`src/rtl/tech_ram_fifo_if.sv`:
```
// tech_ram_fifo_if: write and read valid/ready streams of tech_ram_fifo.
interface tech_ram_fifo_if #(parameter int DATA_WIDTH = 32);
  logic                  wr_valid_i;
  logic                  wr_ready_o;
  logic [DATA_WIDTH-1:0] wr_dat_i;
  logic                  rd_valid_o;
  logic                  rd_ready_i;
  logic [DATA_WIDTH-1:0] rd_dat_o;
  modport slave (input wr_valid_i, wr_dat_i, rd_ready_i, output wr_ready_o, rd_valid_o, rd_dat_o);
  modport master (output wr_valid_i, wr_dat_i, rd_ready_i, input wr_ready_o, rd_valid_o, rd_dat_o);
endinterface

```
`src/rtl/tech_ram_fifo.sv`:
```
// tech_ram_fifo: FIFO over one single-port RAM with a 2-entry output stage.
// Optional RAM_FIFO_FLUSH_EN adds flush_i, which clears all state like reset.
module tech_ram_fifo #(
  parameter int DATA_WIDTH = 32,
  parameter int DEPTH      = 64,
  localparam int AW = $clog2(DEPTH),
  localparam int CW = $clog2(DEPTH + 3)
) (
  input  logic                  clk_i,
  input  logic                  rst_i,
`ifdef RAM_FIFO_FLUSH_EN
  input  logic                  flush_i,
`endif
  tech_ram_fifo_if.slave        s,
  output logic [CW-1:0]         cnt_o,
  output logic                  ram_en_o,
  output logic                  ram_wen_o,
  output logic [AW-1:0]         ram_addr_o,
  output logic [DATA_WIDTH-1:0] ram_dat_o,
  input  logic [DATA_WIDTH-1:0] ram_dat_i
);
  localparam logic [CW-1:0] FULL = CW'(DEPTH);
  logic [AW-1:0]         r_wr_ptr, r_rd_ptr;
  logic [CW-1:0]         r_ram_cnt, r_cnt, w_ram_cnt_n;
  logic                  r_inflight;
  logic [1:0]            r_stage_cnt, w_stage_cnt_n, w_occ;
  logic [DATA_WIDTH-1:0] r_s0, r_s1;
  logic                  w_clr, w_rd, w_wr, w_pop;
`ifdef RAM_FIFO_FLUSH_EN
  assign w_clr = rst_i || flush_i;
`else
  assign w_clr = rst_i;
`endif
  // Reads take priority only when the output side would otherwise starve or the RAM is full
  always_comb begin
    w_occ = r_stage_cnt + {1'b0, r_inflight};
    w_rd = !w_clr && r_ram_cnt != '0 && w_occ < 2'd2 &&
           (w_occ == 2'd0 || !s.wr_valid_i || r_ram_cnt == FULL);
    w_wr = !w_clr && !w_rd && s.wr_valid_i && r_ram_cnt != FULL;
    w_pop = r_stage_cnt != 2'd0 && s.rd_ready_i;
    w_ram_cnt_n = r_ram_cnt + CW'(w_wr) - CW'(w_rd);
    w_stage_cnt_n = r_stage_cnt + 2'(r_inflight) - 2'(w_pop);
  end
  assign s.wr_ready_o = !w_clr && r_ram_cnt != FULL && !w_rd;
  assign s.rd_valid_o = r_stage_cnt != 2'd0;
  assign s.rd_dat_o   = r_s0;
  assign cnt_o        = r_cnt;
  assign ram_en_o     = !(w_rd || w_wr);
  assign ram_wen_o    = !w_wr;
  assign ram_addr_o   = w_wr ? r_wr_ptr : w_rd ? r_rd_ptr : '0;
  assign ram_dat_o    = w_wr ? s.wr_dat_i : '0;
  always_ff @(posedge clk_i) begin
    if (w_clr) begin
      r_wr_ptr    <= '0;
      r_rd_ptr    <= '0;
      r_ram_cnt   <= '0;
      r_cnt       <= '0;
      r_inflight  <= 1'b0;
      r_stage_cnt <= 2'd0;
      r_s0        <= '0;
      r_s1        <= '0;
    end else begin
      r_wr_ptr    <= r_wr_ptr + AW'(w_wr);
      r_rd_ptr    <= r_rd_ptr + AW'(w_rd);
      r_ram_cnt   <= w_ram_cnt_n;
      r_inflight  <= w_rd;
      r_stage_cnt <= w_stage_cnt_n;
      r_cnt       <= w_ram_cnt_n + CW'(w_rd) + CW'(w_stage_cnt_n);
      // ram_dat_i is only meaningful the cycle after a read issue
      if (r_inflight && (r_stage_cnt == 2'd0 || (w_pop && r_stage_cnt == 2'd1)))
        r_s0 <= ram_dat_i;
      else if (w_pop && r_stage_cnt == 2'd2)
        r_s0 <= r_s1;
      if (r_inflight && (w_pop ? r_stage_cnt == 2'd2 : r_stage_cnt == 2'd1))
        r_s1 <= ram_dat_i;
    end
  end
endmodule

```
`src/flat_wrapper.sv`:
```
// flat-port wrapper written by rule: the top's interface ports become plain ports
module tech_ram_fifo_flat 
#(
  parameter int DATA_WIDTH = 32,
  parameter int DEPTH      = 64,
  localparam int AW = $clog2(DEPTH),
  localparam int CW = $clog2(DEPTH + 3)
)
  (clk_i, rst_i, cnt_o, ram_en_o, ram_wen_o, ram_addr_o, ram_dat_o, ram_dat_i, s_wr_valid_i, s_wr_dat_i, s_rd_ready_i, s_wr_ready_o, s_rd_valid_o, s_rd_dat_o);
  tech_ram_fifo_if #(.DATA_WIDTH(DATA_WIDTH)) s_i ();
  input  logic clk_i;
  input  logic rst_i;
  output logic [CW-1:0] cnt_o;
  output logic ram_en_o;
  output logic ram_wen_o;
  output logic [AW-1:0] ram_addr_o;
  output logic [DATA_WIDTH-1:0] ram_dat_o;
  input  logic [DATA_WIDTH-1:0] ram_dat_i;
  input wire logic [$bits(s_i.wr_valid_i)-1:0] s_wr_valid_i;
  input wire logic [$bits(s_i.wr_dat_i)-1:0] s_wr_dat_i;
  input wire logic [$bits(s_i.rd_ready_i)-1:0] s_rd_ready_i;
  output wire logic [$bits(s_i.wr_ready_o)-1:0] s_wr_ready_o;
  output wire logic [$bits(s_i.rd_valid_o)-1:0] s_rd_valid_o;
  output wire logic [$bits(s_i.rd_dat_o)-1:0] s_rd_dat_o;
  assign s_i.wr_valid_i = s_wr_valid_i;
  assign s_i.wr_dat_i = s_wr_dat_i;
  assign s_i.rd_ready_i = s_rd_ready_i;
  assign s_wr_ready_o = s_i.wr_ready_o;
  assign s_rd_valid_o = s_i.rd_valid_o;
  assign s_rd_dat_o = s_i.rd_dat_o;
  tech_ram_fifo #(.DATA_WIDTH(DATA_WIDTH), .DEPTH(DEPTH)) u_core (.clk_i(clk_i), .rst_i(rst_i), .s(s_i), .cnt_o(cnt_o), .ram_en_o(ram_en_o), .ram_wen_o(ram_wen_o), .ram_addr_o(ram_addr_o), .ram_dat_o(ram_dat_o), .ram_dat_i(ram_dat_i));
endmodule
```
`config.mk`:
```
export PLATFORM = sky130hd
export DESIGN_NAME = tech_ram_fifo_flat
export DESIGN_NICKNAME = d
export VERILOG_FILES = /design/src/rtl/tech_ram_fifo_if.sv /design/src/rtl/tech_ram_fifo.sv /design/src/flat_wrapper.sv
export SDC_FILE = /design/constraint.sdc
export NUM_CORES = 1
export LEC_CHECK = 0
export BUFFER_PORTS_ARGS = -buffer_cell sky130_fd_sc_hd__buf_2
export CAP_MARGIN = 20
export CORE_AREA = 4 4 80 119
export DETAILED_ROUTE_END_ITERATION = 16
export DIE_AREA = 0 0 84 123
export PLACE_DENSITY_LB_ADDON = 0.1
export SYNTH_ARGS = -nofsm -noshare
export SYNTH_HDL_FRONTEND = slang
export SYNTH_SLANG_ARGS = --single-unit
export TNS_END_PERCENT = 20
```
`constraint.sdc`:
```
create_clock -name clk_i -period 9.1 [get_ports clk_i]
set_input_delay 0.455 -clock clk_i [delete_from_list [all_inputs] [get_ports clk_i]]
set_output_delay 0.455 -clock clk_i [all_outputs]
set_load 0.05 [all_outputs]
```
Word level (Yosys, flattened, before mapping)
Index checks and enable logic that the tools add are counted.

Memory bits (writable): 0. ROM bits: 0. Memories kept: 0. Bits in latches: 0. Register bits after elaboration: 93. Word-level logic and storage cells: 54. Input bits: 68. Output and inout bits: 81.

Multiplexer cells: 6. Add/sub/neg operators: 8. Equal/unequal tests: 4. Shifts and indexed selects: 0. $lt $le $gt $ge: 1. Bitwise gates (word level): 0. Divide/modulo/power cells: 0. $mul: 0. Reduce and logical (&&, ||, !) cells: 27.

Operators by type and width (count): 32-bit two-way mux (3); 7-bit by 1-bit adder with 7-bit output (2); 1-bit logical AND (13); 6-bit by 1-bit adder with 6-bit output (2); 6-bit two-way mux (2); 7-bit by 2-bit adder with 7-bit output (1); 7-bit equality test (second input constant) (1); 7-bit inequality test (second input constant) (1); 7-bit nonzero test (1); 7-bit by 1-bit subtractor with 7-bit output (1); 1-bit zero test (5); 2-bit zero test (2); 1-bit logical OR (4); 2-bit nonzero test (2); 2-bit by 1-bit adder with 2-bit output (1); 2-bit by 1-bit equality test with 1-bit output (second input constant) (1); 2-bit equality test (second input constant) (1); 2-bit less-than comparator (second input constant) (1); 2-bit by 1-bit subtractor with 2-bit output (1); 1-bit two-way mux (1).

Depth between registers and ports, before layout
Word-level depth: 13. Gate-level depth with buffers: 16. Mapped depth without buffers: 16.

Least setup slack after synthesis
No wires, ideal clock.

Path kind: reg2reg. Start: register u_core.r_ram_cnt[5]. End: register u_core.r_cnt[6], in the netlist u_core.cnt_o[6]. Stages on the path, launching flop included: 17. Clock period less this slack: 3.800 ns. Slack: 5.300 ns. Path buffers: 0. Data arrival time: 3.730 ns. Required time: 9.030 ns. Path through: dfxtp_1 > inv_1 > ha_1 > nand2_1 > nor3_1 > nand2_1 > a211oi_2 > ha_1 > inv_1 > ha_1 > fa_1 > inv_1 > fa_1 > nor3b_1 > mux2i_1 > or4_1 > a21oi_1.

Longest elaborated chain between the ends: 12. Elaborated cells between the ends (all ways): 15.

RTL lines: from (decl) (RTL line tech_ram_fifo.sv:24) `logic [CW-1:0] r_ram_cnt, r_cnt, w_ram_cnt_n;`; from (signal assigned) (RTL line tech_ram_fifo.sv:65) `r_ram_cnt <= w_ram_cnt_n;`; 7-bit nonzero test (RTL line tech_ram_fifo.sv:37) `w_rd = !w_clr && r_ram_cnt != '0 && w_occ < 2'd2 &&`; 1-bit logical AND (2 in series) (RTL line tech_ram_fifo.sv:37); 1-bit logical AND (*) (RTL line tech_ram_fifo.sv:37); named net u_core.w_rd (RTL line tech_ram_fifo.sv:28) `logic w_clr, w_rd, w_wr, w_pop;`; 1-bit zero test (RTL line tech_ram_fifo.sv:39) `w_wr = !w_clr && !w_rd && s.wr_valid_i && r_ram_cnt != FULL;`; 1-bit logical AND (3 in series) (RTL line tech_ram_fifo.sv:39); 7-bit by 1-bit adder with 7-bit output (RTL line tech_ram_fifo.sv:41) `w_ram_cnt_n = r_ram_cnt + CW'(w_wr) - CW'(w_rd);`; 7-bit by 1-bit subtractor with 7-bit output (*) (RTL line tech_ram_fifo.sv:41); named net u_core.w_ram_cnt_n[1] (RTL line tech_ram_fifo.sv:24); 7-bit by 1-bit adder with 7-bit output (*) (RTL line tech_ram_fifo.sv:68) `r_cnt <= w_ram_cnt_n + CW'(w_rd) + CW'(w_stage_cnt_n);`; 7-bit by 2-bit adder with 7-bit output (*) (RTL line tech_ram_fifo.sv:68); to (signal assigned) (RTL line tech_ram_fifo.sv:68); to (decl) (RTL line tech_ram_fifo.sv:24).

The timed path passes the listed nets; every way through them passes the cells marked *. A chain may end at the register's enable or synchronous reset.

Worst setup path after layout
Same ends and word-level chain as after synthesis.

==> flow_summary.yaml <==
floorplanning:
  start_util: 0.495
  boundaryPins: 149
  die_height_um: 123
  dieWidth_um: 84
  core_area_mm2: 0.00841
  die-area_mm2: 0.0103
  row_count: 41
grt:
  first_global_vias: 3711
  global_route.usage.total: 0.195
  grt_first_pass_wirelength_um: 16500
  grt-ovfl-total: 0
  largest_net_degree_at_the_start_of_global_routing: 96
  number_of_antenna_violations_at_the_first_check_in_global_routing: 0
synth:
  syn_area_per_cell_um2: 8.43
  number_of_synthesized_flops_with_an_enable_pin: 0
  yosysTopAreaCell: "dfxtp_1"
  yosysWarningCount: 0
  postSynth.asyncResetShare: 0
  netlist_area_mm2: 0.00416
  synth.net_count: 581
  postSynthCellCount: 494
  postSynthRegisterBits: 93
  post_synth_main_area_contributors: "dfxtp_1 45%, nand2_1 8.9%, a21oi_1 8.4%, a22oi_1 5.8%, and2_1 5.0%"
  synth_sequential_area_ratio: 0.447
  fraction_of_synthesized_cell_area_taken_by_the_top_area_cell_type: 0.447
  yosysUniqueCellTypes: 46
  synthFlopType: "dfxtp_1"
cells_and_area:
  antennaDiodeCount: 0
  postLayoutCellArea_mm2: 0.00530
  final_util: 0.630
  layout.area.seq_mm2: 0.00186
  flow.area_growth_from_synthesis_pct: 27.3
  multiInputGateArea_mm2: 0.00211
  final_nets: 715
  instances_no_fill: 740
  drive_gt1_frac: 0.288
  fillCellCount: 774
clock_network:
  post_cts.repair.setup_buffers: 0
  cts.root.buffer_cell: "clkbuf_16"
  cts_sinks: 93
  ctsResizeCount: 0
  tritoncts: "done"
  clock_tree.htree_level_count: 3
  hold_bufs_inserted_after_cts: 0
  clk_buf_depth: 2
  clkTransAtPathRegs_ns: 0.06
  cts_made_buffers: 9
  clock_latency_ns: 0.33
power:
  total_power_mw: 1.89
  power_density_mw_per_mm2: 357
  leakagePower_nw: 2.42
  worst_ir_drop_vdd_v: 0.000295
route:
  wirelength_um: 9990
  drt-wirelength-per-cell_um: 13.5
  drt_pre_antenna_iters: 4
  via_total_after_detailed_routing: 3807
  detail-route-antenna-nets: 0
  route.detailed.vias_per_inst: 5.14
  initialDrtViolationCount: 209
  drt_drc_violations_left: 0
min_path:
  min_path_type: "input port to flip-flop"
sta:
  hold_viol: 0
  max_freq_mhz: 235
  finalClockSkew_ns: 0.00649
  setup_ws_ns: 4.84
  fin_setup_tns_ns: 0
  period_minus_slack_ns: 4.26
  rsz0062_at_grt: "false"
  worst_pin_slew_ns: 0.940
  timing.slew.headroom: 0.374
  slew_viol_final: 0
  timing.final.crit_share: 0.468
  holdWs_ns: 0.363
  report.final.setup_viol: 0
place:
  placer_s_final_routability_congestion_estimate: 0.818
  placement.setup.worst_slack_ns: 4.55
  dp_hpwl_um: 6990
  place_area_mm2: 0.00496
  place_inst: 723
  i_o_buffers: 148
outcome:
  status: "finished, final reports clean"
critical_path:
  crit_arrival_ns: 4.52
  cells_along_the_critical_path: "inv_1, ha_1, nand2_1, nor3_1, nand2_1, a211oi_2, ha_1, inv_1, ha_1, fa_1, inv_1, fa_1, nor3b_1, mux2i_1, or4_1, a21oi_1"
  worst_ep_required_time_ns: 9.35
  cp_num_buf_inv: 3
  cp-end-kind: "flip-flop"
  critical_path.max_stage_delay_ns: 0.60
  timing.critical_path.fanout_max: 10
  criticalPathCategory: "flip-flop to flip-flop"
  critPathSlowestCell: "a211oi_2"
  critical-path-top-delay-family: "adder cells"
  critical_path.startpoint_type: "flip-flop"
job:
  timing.max_cap.violations: 0
[final timing paths]
| check | endpoint | depth (start not counted) | start | slack (ns) |
|---|---|---|---|---|
| worst max-delay path | u_core.cnt_o[6] | 16 | u_core.r_ram_cnt[5] | 4.84 |
| worst min-delay path | u_core.r_s1[4] | 3 | ram_dat_i[4] | 0.36 |
| worst max register to register | u_core.cnt_o[6] | 16 | u_core.r_ram_cnt[5] | 4.84 |
| worst min register to register | u_core.s.rd_dat_o[27] | 2 | u_core.s.rd_dat_o[27] | 0.45 |
[metal layers]
metal | global-route usage | wire, µm | up-vias
met5 | 0 | 0 | -
met4 | 0.0936 | 249 | 0
met3 | 0.0413 | 627 | 20
met2 | 0.343 | 5070 | 128
met1 | 0.227 | 4040 | 1730
li1 | - | - | 1929
[cell families (layout without fill, tap and decap cells)]
| group | count (synthesis) | after routing | share of synthesized area |
|---|---|---|---|
| xor gates and xnor gates | 18 | 18 | 0.0397 |
| AOI/OAI and AO/OA | 123 | 123 | 0.184 |
| buffers and inverters | 49 | 188 | 0.0487 |
| muxes | 2 | 2 | 0.00511 |
| DFF | 93 | 93 | 0.447 |
| adders and majority gates | 19 | 19 | 0.0625 |
| and+or+nand+nor | 190 | 190 | 0.213 |
[flip-flops by register name (all words and copies together) (netlist names)]
signal and flops:
u_core.r_s1 32, u_core.r_wr_ptr 6, u_core.r_inflight 1, u_core.r_stage_cnt 2, u_core.r_rd_ptr 6, u_core.cnt_o 7, u_core.s.rd_dat_o 32, u_core.r_ram_cnt 7
[cells in the final DEF, fill, tap and decap left out, types with 4 or more instances in the layout]
master / instances
dfxtp_1: 93
clkbuf_16: 10
and2_1: 33
nor2b_1: 10
buf_4: 5
nor2_1: 23
a22o_1: 5
xor2_1: 6
ha_1: 16
nand3_1: 4
buf_2: 148
inv_1: 17
a21oi_1: 70
nand2_1: 99
a22oi_1: 32
xnor2_1: 11
[synth_stat cells (2+ instances only)]
cell type and number:
a22oi_1 32, nor3_1 3, nor2b_1 10, buf_2 2, fa_1 3, nand2b_1 2, nand3_1 4, a211oi_2 2
ha_1 16, xnor2_1 11, clkbuf_1 25, nand2_1 99, or4_1 2, a21oi_1 70, buf_1 3, inv_1 17
nor2_1 24, a21o_1 2, and3_1 3, o21ai_1 2, a22o_1 5, dfxtp_1 93, nor3b_1 2, and2_1 33
xor2_1 6, a211oi_1 3
[tightest hold or removal path, cell delays in order]
cell and delay, ns:
buf_2 0.10, nand2_1 0.05, a21oi_1 0.05
[cell type report]
type / count / area share
Inverter: 17 / 0.0120
Tap cell: 107 / 0.0253
Clock inverter: 4 / 0.00850
Clock buffer: 12 / 0.0503
Sequential cell: 93 / 0.351
Timing Repair Buffer: 155 / 0.154
Multi-Input combinational cell: 352 / 0.398
[power by group]
group | switching, mW | total, mW | internal [mW]
Combinational | 0.666 | 0.977 | 0.311
Sequential | 0.0407 | 0.534 | 0.493
Clock | 0.147 | 0.381 | 0.234
(Power assumes the default switching activity.)
